### config.mk
export PLATFORM = sky130hd
export DESIGN_NAME = byte_divider
export DESIGN_NICKNAME = d
export VERILOG_FILES = /design/src/rtl/byte_divider_pkg.sv /design/src/rtl/byte_divider_adder.sv /design/src/rtl/byte_divider.sv
export SDC_FILE = /design/constraint.sdc
export NUM_CORES = 1
export LEC_CHECK = 0
export BUFFER_PORTS_ARGS = -buffer_cell sky130_fd_sc_hd__buf_4
export CAP_MARGIN = 20
export CORE_MARGIN = 5
export CORE_UTILIZATION = 50
export DETAILED_ROUTE_END_ITERATION = 10
export PLACE_DENSITY = 0.75
export SKIP_LAST_GASP = 1
export SLEW_MARGIN = 5
export SYNTH_ARGS = -nofsm -noshare
export SYNTH_HDL_FRONTEND = slang
export SYNTH_SLANG_ARGS = --single-unit
export TNS_END_PERCENT = 20
### constraint.sdc
create_clock -name clk -period 3.75 [get_ports clk]
set_clock_uncertainty 0.05 [all_clocks]
set_input_delay 0.5625 -clock clk [delete_from_list [all_inputs] [get_ports clk]]
set_output_delay 0.5625 -clock clk [all_outputs]
set_load 0.005 [all_outputs]
### src/rtl/byte_divider_pkg.sv
`default_nettype none
// ============================================================================
// byte_divider_pkg : shared constants and FSM encoding for the byte divider
// Rev 1.0
// ============================================================================
package byte_divider_pkg;

  localparam int W     = 8;
  localparam int STEPS = 8;

  localparam logic [W-1:0] DIV0_Q = 8'hFF;

  localparam logic [1:0] IDLE = 2'd0;
  localparam logic [1:0] RUN  = 2'd1;
  localparam logic [1:0] DONE = 2'd2;

  typedef enum logic [1:0] {
    ST_IDLE = IDLE,
    ST_RUN  = RUN,
    ST_DONE = DONE
  } state_t;

endpackage
`default_nettype wire

### src/rtl/byte_divider_adder.sv
`default_nettype none
// ============================================================================
// byteAdder : 8-bit ripple-carry adder with carry-in and carry-out
// Rev 1.0
// ============================================================================
module byteAdder
  import byte_divider_pkg::*;
(
  input  logic [W-1:0] A,
  input  logic [W-1:0] B,
  input  logic         c,
  output logic [W-1:0] O,
  output logic         o
);

  logic [W:0] w_carry;

  assign w_carry[0] = c;

  for (genvar i = 0; i < W; i++) begin : g_bit
    assign O[i]         = A[i] ^ B[i] ^ w_carry[i];
    assign w_carry[i+1] = (A[i] & B[i]) | (w_carry[i] & (A[i] ^ B[i]));
  end

  assign o = w_carry[W];

endmodule
`default_nettype wire

### src/rtl/byte_divider.sv
`default_nettype none
// ============================================================================
// byte_divider : sequential 8-bit unsigned restoring divider, one bit per clock
// Rev 1.0
// ============================================================================
module byte_divider
  import byte_divider_pkg::*;
(
  input  logic         clk,
  input  logic         rst_n,
  input  logic         start,
  input  logic [W-1:0] A,
  input  logic [W-1:0] B,
  output logic [W-1:0] Q,
  output logic [W-1:0] R,
  output logic         busy,
  output logic         done,
  output logic         div_zero
);

  localparam logic [2:0] C_LAST_STEP = 3'(STEPS - 1);

  state_t       r_state;
  logic [W-1:0] r_dq;
  logic [W-1:0] r_dv;
  logic [W-1:0] r_rem;
  logic [2:0]   r_cnt;

  logic [W:0]   w_s;
  logic [W-1:0] w_d;
  logic         w_c8;
  logic         w_ge;
  logic [W-1:0] w_rem_nxt;
  logic [W-1:0] w_dq_nxt;

  // Trial subtract s[7:0] - dv as s[7:0] + ~dv + 1; s[8] covers the 9th bit.
  assign w_s = {r_rem, r_dq[W-1]};

  byteAdder u_sub (
    .A (w_s[W-1:0]),
    .B (~r_dv),
    .c (1'b1),
    .O (w_d),
    .o (w_c8)
  );

  assign w_ge      = w_s[W] | w_c8;
  assign w_rem_nxt = w_ge ? w_d : w_s[W-1:0];
  assign w_dq_nxt  = {r_dq[W-2:0], w_ge};

  always_ff @(posedge clk or negedge rst_n) begin
    if (!rst_n) begin
      r_state  <= ST_IDLE;
      r_dq     <= '0;
      r_dv     <= '0;
      r_rem    <= '0;
      r_cnt    <= '0;
      Q        <= '0;
      R        <= '0;
      busy     <= 1'b0;
      done     <= 1'b0;
      div_zero <= 1'b0;
    end else begin
      case (r_state)
        ST_IDLE, ST_DONE: begin
          done    <= 1'b0;
          r_state <= ST_IDLE;
          if (start) begin
            div_zero <= 1'b0;
            if (B == '0) begin
              r_state  <= ST_DONE;
              Q        <= DIV0_Q;
              R        <= A;
              div_zero <= 1'b1;
              done     <= 1'b1;
            end else begin
              r_state <= ST_RUN;
              r_dq    <= A;
              r_dv    <= B;
              r_rem   <= '0;
              r_cnt   <= '0;
              busy    <= 1'b1;
            end
          end
        end

        ST_RUN: begin
          r_dq  <= w_dq_nxt;
          r_rem <= w_rem_nxt;
          r_cnt <= r_cnt + 3'd1;
          // Q/R only move on the final step so they hold during the run.
          if (r_cnt == C_LAST_STEP) begin
            r_state <= ST_DONE;
            Q       <= w_dq_nxt;
            R       <= w_rem_nxt;
            done    <= 1'b1;
            busy    <= 1'b0;
          end
        end

        default: begin
          r_state <= ST_IDLE;
          busy    <= 1'b0;
          done    <= 1'b0;
        end
      endcase
    end
  end

endmodule
`default_nettype wire

Word level (Yosys, flattened, before mapping)
Cells that the tools add are included.
{ "totals": {"elab_cells": 99, "latch_bits": 0, "rom_bits": 0, "output_inout_bits": 19, "in_bits": 19, "reg_bits": 48, "n_memories": 0, "ramBits": 0} }
{ "op_classes": {"n_div": 0, "n_addsub": 1, "n_reduce_logical": 9, "magnitude_cmp": 0, "n_mux": 30, "eq_ne": 7, "bitwise_logic": 42, "multipliers": 0, "shifts": 0} }
{ "ops": {"columns": ["op", "count"], "rows": [
  ["2-to-1 mux 8 bit", 11],
  ["case mux 8 bit (2 select lines)", 4],
  ["AND 1 bit", 15],
  ["bitwise XOR 1 bit", 15],
  ["OR 1 bit", 9],
  ["AND reduction 3 bit", 3],
  ["logical NOT 8 bit", 1],
  ["!= test 2 bit, second input constant", 4],
  ["NOT 8 bit", 1],
  ["2-to-1 mux 1 bit", 6],
  ["2-to-1 mux 2 bit", 3],
  ["2-to-1 mux 3 bit", 2],
  ["case mux 3 bit (2 select lines)", 1],
  ["case mux 1 bit (2 select lines)", 2],
  ["case mux 2 bit (2 select lines)", 1],
  ["AND reduction 4 bit", 1],
  ["adder 3 x 1 -> 3 bit, second input constant", 1],
  ["equality test 3 bit, second input constant", 1],
  ["equality test 2 x 1 -> 1 bit, second input constant", 1],
  ["equality test 2 bit, second input constant", 1],
  ["logical NOT 2 bit", 1],
  ["NOT 1 bit", 2],
  ["AND reduction 2 bit", 1],
  ["nonzero test 2 bit", 1],
  ["OR reduction 2 bit", 1]
]} }

Logic depth before layout (Yosys ltp)
Gate-level depths: netlist of the first run.
{ "logic_depth": {"ltp_word": 21, "depth_mapped": 16, "ltp_nobuf": 15} }

By module
Synthesis of the first run repeated with hierarchy kept, for this count alone.
{ "hier_totals": {"hier_cells": 249, "hier_area_um2": 2481.1} }
{ "by_module_without_submodules": {"columns": ["module", "cells_each", "area_per_inst_um2", "n_inst"], "rows": [
  ["byte_divider", 231, 2283.4, 1],
  ["byteAdder", 18, 197.7, 1]
]} }

Worst setup path before layout of the first run
No wires, ideal clock.
{ "synth_timing": {"kind": "register to register", "start": "register r_dq[7]", "end": "register R[2]", "setup_slack_ns": -0.349, "period_less_slack_ns": 4.099, "t_arrival_ns": 3.985, "n_path_buf": 1, "stages_incl_launch_ff": 17, "t_required_ns": 3.636, "setup_ns": 0.064, "cell_sequence": "dfrtp_1 > inv_1 > ha_1 > inv_1 > fa_1 > inv_1 > fa_1 > fa_1 > fa_1 > fa_1 > fa_1 > fa_1 > nor2b_1 > clkbuf_1 > mux2_2 > a211oi_2 > a21o_1"} }
{ "synth_via": {"elab_chain_cells": 20} }
{ "synth_rtl": {"columns": ["element", "line_no", "rtl"], "rows": [
  ["start: declaration", "byte_divider.sv:24", "logic [W-1:0] r_dq;"],
  ["start signal: assignment", "byte_divider.sv:88", "r_dq <= w_dq_nxt;"],
  ["AND 1 bit or bitwise XOR 1 bit (tied branches)", "byte_divider_adder.sv:22", "assign w_carry[i+1] = (A[i] & B[i]) | (w_carry[i] & (A[i] ^ B[i]));"],
  ["OR 1 bit *", "byte_divider_adder.sv:22", null],
  ["AND 1 bit *", "byte_divider_adder.sv:22", null],
  ["OR 1 bit *", "byte_divider_adder.sv:22", null],
  ["AND 1 bit", "byte_divider_adder.sv:22", null],
  ["OR 1 bit", "byte_divider_adder.sv:22", null],
  ["AND 1 bit", "byte_divider_adder.sv:22", null],
  ["OR 1 bit", "byte_divider_adder.sv:22", null],
  ["[... 4 more ...]", null, null],
  ["AND 1 bit", "byte_divider_adder.sv:22", null],
  ["OR 1 bit", "byte_divider_adder.sv:22", null],
  ["AND 1 bit", "byte_divider_adder.sv:22", null],
  ["OR 1 bit", "byte_divider_adder.sv:22", null],
  ["OR 1 bit", "byte_divider.sv:47", "assign w_ge = w_s[W] | w_c8;"],
  ["2-to-1 mux 8 bit *", "byte_divider.sv:48", "assign w_rem_nxt = w_ge ? w_d : w_s[W-1:0];"],
  ["2-to-1 mux 8 bit *", "byte_divider.sv:92", "if (r_cnt == C_LAST_STEP) begin"],
  ["case mux 8 bit (2 select lines) *", "byte_divider.sv:64", "case (r_state)"],
  ["end signal: assignment", "byte_divider.sv:95", "R <= w_rem_nxt;"],
  ["end: declaration", "byte_divider.sv:15", "output logic [W-1:0] R,"]
]} }
Every way passes the cells marked *; elsewhere a longest branch is shown, timed or not. The select of a mux whose other input is x is not followed.
A chain may end at the register's enable or synchronous reset.

Final worst setup path of the first run
{ "layout_timing": {"start": "register r_dv[0]", "end": "register R[2]"} }
{ "layout_via": {"elab_chain_cells": 21} }
{ "layout_rtl": {"columns": ["element", "line_no", "rtl"], "rows": [
  ["start: declaration", "byte_divider.sv:25", "logic [W-1:0] r_dv;"],
  ["start signal: assignment", "byte_divider.sv:55", "r_dv <= '0;"],
  ["start signal: assignment", "byte_divider.sv:79", "r_dv <= B;"],
  ["NOT 8 bit *", "byte_divider.sv:41", ".B (~r_dv),"],
  ["AND 1 bit or bitwise XOR 1 bit (tied branches)", "byte_divider_adder.sv:22", null],
  ["OR 1 bit *", "byte_divider_adder.sv:22", null],
  ["AND 1 bit *", "byte_divider_adder.sv:22", null],
  ["OR 1 bit *", "byte_divider_adder.sv:22", null],
  ["AND 1 bit", "byte_divider_adder.sv:22", null],
  ["OR 1 bit", "byte_divider_adder.sv:22", null],
  ["AND 1 bit", "byte_divider_adder.sv:22", null],
  ["[... 5 more ...]", null, null],
  ["AND 1 bit", "byte_divider_adder.sv:22", null],
  ["OR 1 bit", "byte_divider_adder.sv:22", null],
  ["AND 1 bit", "byte_divider_adder.sv:22", null],
  ["OR 1 bit", "byte_divider_adder.sv:22", null],
  ["OR 1 bit", "byte_divider.sv:47", null],
  ["2-to-1 mux 8 bit *", "byte_divider.sv:48", null],
  ["2-to-1 mux 8 bit *", "byte_divider.sv:92", null],
  ["case mux 8 bit (2 select lines) *", "byte_divider.sv:64", null]
]} }
Marked as above.

==> results of run 1 <==
-- layout make-up --
class / count / share of cell area (%)
flip-flops and latches: 47 / 42.4
clock inverters: 1 / 0.181
inverters: 12 / 1.63
multi-input cells: 147 / 38.8
clock buffers: 6 / 2.98
repair buffers: 43 / 11.6
well taps: 52 / 2.35
-- path summary, 6_finish.rpt --
check                      startpoint  endpoint  slack [ps]
max                           r_dv[0]      R[2]        -140
min                             rst_n   r_dv[5]         200
max reg2reg                   r_dv[0]      R[2]        -140
min reg2reg                      R[6]      R[6]         440
max in group asynchronous       rst_n   r_dv[3]        3040
min in group clk                 B[6]   r_dv[6]         430
-- per-layer routing --
| metal | up-vias | part of all wire (%) | routed length, um | global-route usage [%] |
|---|---|---|---|---|
| met4 | 0 | 1.1 | 58 | 4.90 |
| li1 | 812 | - | - | - |
| met3 | 7 | 4.1 | 207 | 4.23 |
| met1 | 804 | 47 | 2360 | 23.7 |
| met2 | 26 | 48 | 2420 | 28.8 |
| met5 | - | 0 | 0 | 0 |
-- metrics by stage --
step	cells	setup TNS, ps	hold WS (ps)	utilization (%)
2_1_floorplan	218	-287	217	-
3_3_place_gp	300	-439	418	59.7
3_5_place_dp	300	-1080	424	59.7
4_1_cts	308	-582	231	62.2
5_1_grt	308	-3370	260	62.4
6_report	308	-717	203	62.4
-- where the power goes --
part / total [uW] / switching, uW / internal (uW)
Clock: 313 / 168 / 145
Sequential: 917 / 165 / 752
Combinational: 1420 / 714 / 703
Total: 2650 / 1050 / 1600
-- Yosys cell counts, types with 2 or more instances --
library cell  number  area, sq um
buf_4              2         15.0
nor2_1            14         52.6
nand2_1           34          128
nor3_1             4         20.0
dfrtp_1           47         1180
nor3b_1            4         30.0
a211oi_2           5         62.6
buf_6              3         33.8
a21o_1             8         60.1
o21ai_1            3         15.0
nor4_4             2         42.5
nand3_1            5         25.0
inv_1             11         41.3
a21oi_1           14         70.1
clkbuf_1           4         15.0
ha_1               3         37.5
buf_2              3         15.0
nand2b_1           2         12.5
mux2_2             4         45.0
a211oi_1           8         60.1
a21oi_2            4         35.0
nor2b_1            8         50.1
o21ai_0           10         50.1
fa_1               7          140
-- cells by family after synthesis --
group | after synthesis | share of synthesized area, %
compound gates | 57 | 18.1
fa+ha+maj | 10 | 7.60
buf+inv | 24 | 5.30
flops | 47 | 50.3
mux | 5 | 2.35
simple gates | 75 | 16.3
-- sequential cells by signal (all words and copies together), names as in the netlist --
name	count
r_cnt	3
r_state	1
Q	8
r_rem	8
r_dq	8
R	8
div_zero	1
r_dv	8
done	1
busy	1
-- cells in the final DEF, fill, tap and decap left out --
master	synthesis	layout
dfrtp_1	47	47
buf_4	2	43
nand2_1	34	34
nor2_1	14	14
a21oi_1	14	14
o21ai_0	10	10
inv_1	11	9
a21o_1	8	8
a211oi_1	8	7
nor2b_1	8	7
fa_2	0	7
a211oi_2	5	6
clkbuf_8	0	6
nand3_1	5	5
nor3b_1	4	4
a21oi_2	4	4
nor3_1	4	4
o21ai_1	3	3
mux2_2	4	3
inv_2	0	2
nor2b_4	1	2
nor4_4	2	2
nand2b_1	2	2
ha_1	3	2
and2b_1	1	1
a32oi_4	1	1
mux2_4	0	1
mux2i_1	1	1
clkinv_1	1	1
a21bo_2	1	1
a21boi_4	1	1
a21boi_1	1	1
o21a_1	1	1
ha_2	0	1
clkinv_2	0	1
-- what timing repair did --
| action | 4_1_cts | 5_1_grt |
|---|---|---|
| gates resized for setup | 7 | 1 |
| setup endpoints to repair | 14 | 18 |
| pin swaps | 1 | 0 |
| setup buffers | 1 | 0 |
-- worst reg2reg max path, cell delays in order, from the launching register on --
cell and delay [ps]:
dfrtp_1 390, ha_2 180, inv_2 50, fa_2 190, inv_2 40, fa_2 330, fa_2 360, fa_2 360
fa_2 350, fa_2 340, fa_2 390, nor2b_4 170, mux2_4 320, a211oi_2 210, a21o_1 100
==> run_results.csv, run 1 <==
group,metric,value,unit
timing,relSlewSlack,30.5,%
final_layout,fill_cells,361,
critical_path,crit_cells,14,
timing,post-route-period-util,104,%
job,drv_cap,0,
routing,dr.pass1.iters,4,
routing,remaining_drc_errors,0,
critical_path,end_kind,"register",
timing,finalWorstSetupSlack,-137,ps
critical_path,crit_top_cell,"fa_2",
critical_path,path_class,"register to register",
yosys,synth.distinct_cells,33,
critical_path,slowest_stage,"dfrtp_1",
routing,vias,1649,
clock_network,htree_levels,2,
critical_path,crit_family,"adder cells",
routing,routed_wl,5050,um
timing,tightestPinTransition,1040,ps
critical_path,path_buf_inv,2,
global_routing,gr-total-overflow,0,
clock_network,cts_made_buffers,5,
yosys,ys_warn_count,0,
place,post_dp_cell_area,2660,sq um
global_routing,grt_pass1_vias,1699,
critical_path,crit_required,3940,ps
critical_path,crit_arrival,4080,ps
clock_network,cts_buffer_depth,2,
critical_path,crit_fanout,6,
floorplanning,die_h,78.4,um
final_layout,regArea,1180,sq um
routing,avgRoutedWirePerCell,16.4,um
critical_path,cp-start-kind,"register",
floorplanning,die_area,6140,sq um
critical_path,crit_chain,"ha_2, inv_2, fa_2, inv_2, fa_2, fa_2, fa_2, fa_2, fa_2, fa_2, nor2b_4, mux2_4, a211oi_2, a21o_1",
power,ir_drop,376,uV
final_layout,multiInputGateArea,1070,sq um
place,port_buffers,37,
clock_network,clock_sinks,47,
yosys,async_reset_ff_share,100,%
final_layout,antenna_cells,0,
outcome,status,"finished, violations left",
yosys,postSynthAreaPerCell,10.7,sq um
floorplanning,initial_utilization,52.6,%
yosys,synth_ff_type,"dfrtp_1",
global_routing,grt_max_degree,48,
clock_network,tritoncts,"done",
timing,fmax,257,MHz
floorplanning,core_area,4440,sq um
yosys,netlist_instances,218,
yosys,synth_edf_count,0,
final_layout,layout-drive-gt1-share,31.6,%
timing,rsz0062_at_grt,"true",
routing,drt_iter0_markers,80,
floorplanning,chipWidth,78.4,um
yosys,ys_seq_area_share,50.3,%
yosys,ys_ff_latch,47,
floorplanning,io_pins,38,
critical_path,ff2ff_path_depth,14,
floorplanning,rows,24,
power,power_leakage,0.00126,uW
place,dp_hpwl,3550,um
global_routing,grt_pass1_wl,8460,um
final_layout,final_nets,285,
final_layout,syn2layout_area_growth,18.5,%
clock_network,cts_hold_buf,0,
outcome,violations,"negative setup slack",
clock_network,clockRootBuffer,"clkbuf_8",
yosys,synth_fp_nets,247,
timing,finalMaxSlewViolations,0,
clock_network,clk_latency,300,ps
critical_path,critical_path.max_stage_delay,390,ps
yosys,synthesis.area,2340,sq um
power,power,2650,uW
power,power_density,955,nW/um^2
global_routing,antenna_found_initial,0,
clock_network,path_clk_slew,80,ps
place,finalWeightedCongestion,0.797,
global_routing,track_usage,17.6,%
timing,setup_viol,13,
routing,vias_per_cell,5.35,
routing,final_antenna_net_count,0,
timing,post-route-min-period,3890,ps
timing,hold_viol_final,0,
final_layout,post-route-cell-area,2770,sq um
place,post-place-ws,-187,ps
worst_hold_path,hp-class,"input port to asynchronous set/reset pin",
Power figures use the tool's default switching activity.
==> run 2, diff against run 1 <==
--- a/config.mk
+++ b/config.mk
@@ -8,12 +8,13 @@
 export BUFFER_PORTS_ARGS = -buffer_cell sky130_fd_sc_hd__buf_4
 export CAP_MARGIN = 20
 export CORE_MARGIN = 5
-export CORE_UTILIZATION = 50
+export CORE_UTILIZATION = 51
 export DETAILED_ROUTE_END_ITERATION = 10
-export PLACE_DENSITY = 0.75
+export PLACE_DENSITY = 0.76
 export SKIP_LAST_GASP = 1
 export SLEW_MARGIN = 5
 export SYNTH_ARGS = -nofsm -noshare
 export SYNTH_HDL_FRONTEND = slang
+export SYNTH_HIERARCHICAL = 1
 export SYNTH_SLANG_ARGS = --single-unit
 export TNS_END_PERCENT = 20
==> run 2 against run 1 <==
  * The run still ends with negative setup slack left
  * Utilization up 1.2 points
  * Power increased by 8.9%
  * Hold slack better by 0.95 ps
  * Sequential power hardly changed
  * Fmax up 1.8%
  * Cell count is 15% higher
  * Flip-flop and latch count stayed put
  * Non-clock buffer count up 5
  * Global-route usage grew 1.4 points
  * Largest cell class is now multi-input gates
==> run_results.csv, run 2 <==
group,metric,value,unit
outcome,status,"finished, violations left",
outcome,violations,"negative setup slack",
yosys,synth_edf_count,0,
yosys,yosysTopAreaCellShare,47.4,%
place,port_buffers,37,
routing,routed_wl,5710,um
timing,finalSetupTns,-689,ps
timing,relSlewSlack,38.7,%
floorplanning,initial_utilization,52.5,%
timing,post-route-period-util,102,%
clock_network,clock_sinks,47,
global_routing,grt_pass1_vias,1894,
job,drv_cap,0,
global_routing,gr-total-overflow,0,
final_layout,antenna_cells,0,
yosys,postSynthAreaPerCell,9.96,sq um
floorplanning,chipWidth,79.8,um
timing,post-route-min-period,3820,ps
routing,vias,1988,
power,power_switching,1210,uW
clock_network,cts_made_buffers,5,
timing,whs,204,ps
clock_network,tritoncts,"done",
critical_path,r2r_start,"r_dq[7]",
routing,remaining_drc_errors,0,
clock_network,cts_hold_buf,0,
critical_path,path_class,"register to register",
timing,finalWorstSetupSlack,-69.7,ps
power,netSwitchingFraction,42.0,%
floorplanning,rows,25,
critical_path,worst_r2r_endpoint,"R[5]",
critical_path,crit_arrival,3970,ps
global_routing,antenna_found_initial,0,
critical_path,cp-start-kind,"register",
power,p_seq_share,31.9,%
clock_network,clockRootBuffer,"clkbuf_8",
critical_path,crit_family,"adder cells",
routing,drt_iter0_markers,178,
place,dp_hpwl,4120,um
clock_network,cts_buffer_depth,2,
timing,rsz0062_at_grt,"true",
critical_path,crit_required,3900,ps
critical_path,crit_chain,"fa_2, inv_2, fa_2, inv_1, fa_2, fa_2, fa_2, fa_2, fa_2, inv_2, fa_2, inv_4, nor2_4, buf_4, a211oi_2, o31ai_1",
yosys,synthesis.area,2480,sq um
power,power,2880,uW
critical_path,crit_fanout,10,
final_layout,fill_cells,403,
power,p_int,1670,uW
final_layout,layout_common_cells,"47 x dfrtp_1, 47 x buf_4, 25 x nor2_1",
yosys,synth_ff_type,"dfrtp_1",
final_layout,layout-drive-gt1-share,27.2,%
yosys,synth.distinct_cells,28,
yosys,ys_warn_count,6,
worst_hold_path,hp-class,"input port to asynchronous set/reset pin",
global_routing,grt_max_degree,48,
final_layout,syn2layout_area_growth,21.0,%
power,clockPowerShare,10.7,%
place,place_inst,345,
power,power_density,960,nW/um^2
clock_network,htree_levels,2,
yosys,ys_seq_area_share,47.4,%
floorplanning,die_area,6360,sq um
timing,fmax,262,MHz
place,finalWeightedCongestion,0.820,
yosys,synth_fp_nets,278,
final_layout,finalNonFillerCells,354,
critical_path,path_buf_inv,5,
critical_path,crit_start,"r_dq[7]",
routing,vias_per_cell,5.62,
yosys,yosysTopAreaCell,"dfrtp_1",
floorplanning,io_pins,38,
yosys,synth.area.top_cells,"dfrtp_1 47%, fa_1 6.5%, a211oi_1 4.8%, inv_1 4.1%, nor2_1 3.9%",
power,ir_drop,574,uV
critical_path,slowest_stage,"dfrtp_1",
power,combPwrFrac,57.4,%
yosys,ys_ff_latch,47,
timing,setup_viol,16,
timing,hold_viol_final,0,
yosys,async_reset_ff_share,100,%
clock_network,path_clk_slew,80,ps
yosys,netlist_instances,249,
power,power_leakage,0.00134,uW
final_layout,final_nets,316,
critical_path,critical_path.max_stage_delay,400,ps
floorplanning,die_h,79.8,um
timing,finalMaxSlewViolations,0,
routing,final_antenna_net_count,0,
global_routing,track_usage,19.0,%
critical_path,crit_top_cell,"fa_2",
critical_path,r2r_slack,-70,ps
critical_path,ff2ff_path_depth,16,
floorplanning,core_area,4720,sq um
routing,avgRoutedWirePerCell,16.1,um
critical_path,end_kind,"register",
yosys,synthTopCellsByCount,"47 x dfrtp_1, 27 x inv_1, 26 x nor2_1",
routing,dr.pass1.iters,4,
yosys,synth_most_common_cell,"dfrtp_1",
global_routing,grt_pass1_wl,9470,um
timing,tightestPinTransition,920,ps
clock_network,clk_latency,300,ps
==> run 2: cell types whose count changed after synthesis, sizes merged, moves of 9 or more <==
cell	before	now
inv	11	27
clkbuf	4	15
a21oi	18	9
nor2	14	26
nand2	34	21
==> run 2: power groups by stage <==
stage	Sequential, uW	Combinational, uW	Clock, uW
6_report	919	1660	308
5_1_grt	955	1850	331
4_1_cts	920	1640	314
3_5_place_dp	928	1560	0
3_3_place_gp	918	1520	0
2_1_floorplan	894	1110	0
==> run 2: kinds of logic (layout without fill, tap and decap cells) <==
| kind of cell | after synthesis | in the layout | synth area share [%] |
|---|---|---|---|
| buffers and inverters | 44 | 82 | 7.01 |
| muxes | 8 | 8 | 3.23 |
| other | 1 | 1 | 0.151 |
| adders and majority gates | 10 | 10 | 7.46 |
| AOI/OAI and AO/OA | 81 | 81 | 23.6 |
| DFF | 47 | 47 | 47.4 |
| and+or+nand+nor | 58 | 58 | 11.2 |
==> run 2: worst max path at each step <==
stage                end  slack (ps)  depth (start not counted)
floorplan           R[1]         -90                         18
global placement    R[2]        -230                         16
detailed placement  R[2]        -320                         15
CTS                 R[7]         -90                         15
global route        R[7]        -220                         15
finish              R[5]         -70                         16
==> run 2: layout make-up <==
cell class / count / area [sq um] / area share (%)
clock buffers: 6 / 82.6 / 2.75
clock inverters: 1 / 5.00 / 0.167
inverters: 27 / 104 / 3.46
multi-input cells: 158 / 1190 / 39.5
flip-flops and latches: 47 / 1180 / 39.2
well taps: 67 / 83.8 / 2.79
repair buffers: 48 / 364 / 12.1
==> run 2: what timing repair did <==
item | CTS | global route
setup endpoints to repair | 18 | 18
setup buffers | 1 | 1
pin swaps | 8 | 2
resized for setup | 8 | 2
==> run 2: layer usage <==
layer / routed length (um) / track usage (%) / vias to the layer above
li1: - / - / 957
met1: 2640 / 28.7 / 964
met2: 2660 / 28.2 / 60
met3: 347 / 3.84 / 7
met4: 61 / 4.56 / 0
met5: 0 / 0 / -
==> run 2: per-stage QoR <==
step	util, %	worst slack [ps]	cell area, sq um
after detailed placement	60.6	-320	2860
after CTS	63.3	-88.2	2990
after global placement	60.6	-227	2860
after global routing	63.6	-219	3000
final	63.6	-69.7	3000
after floorplan	-	-93.7	2520
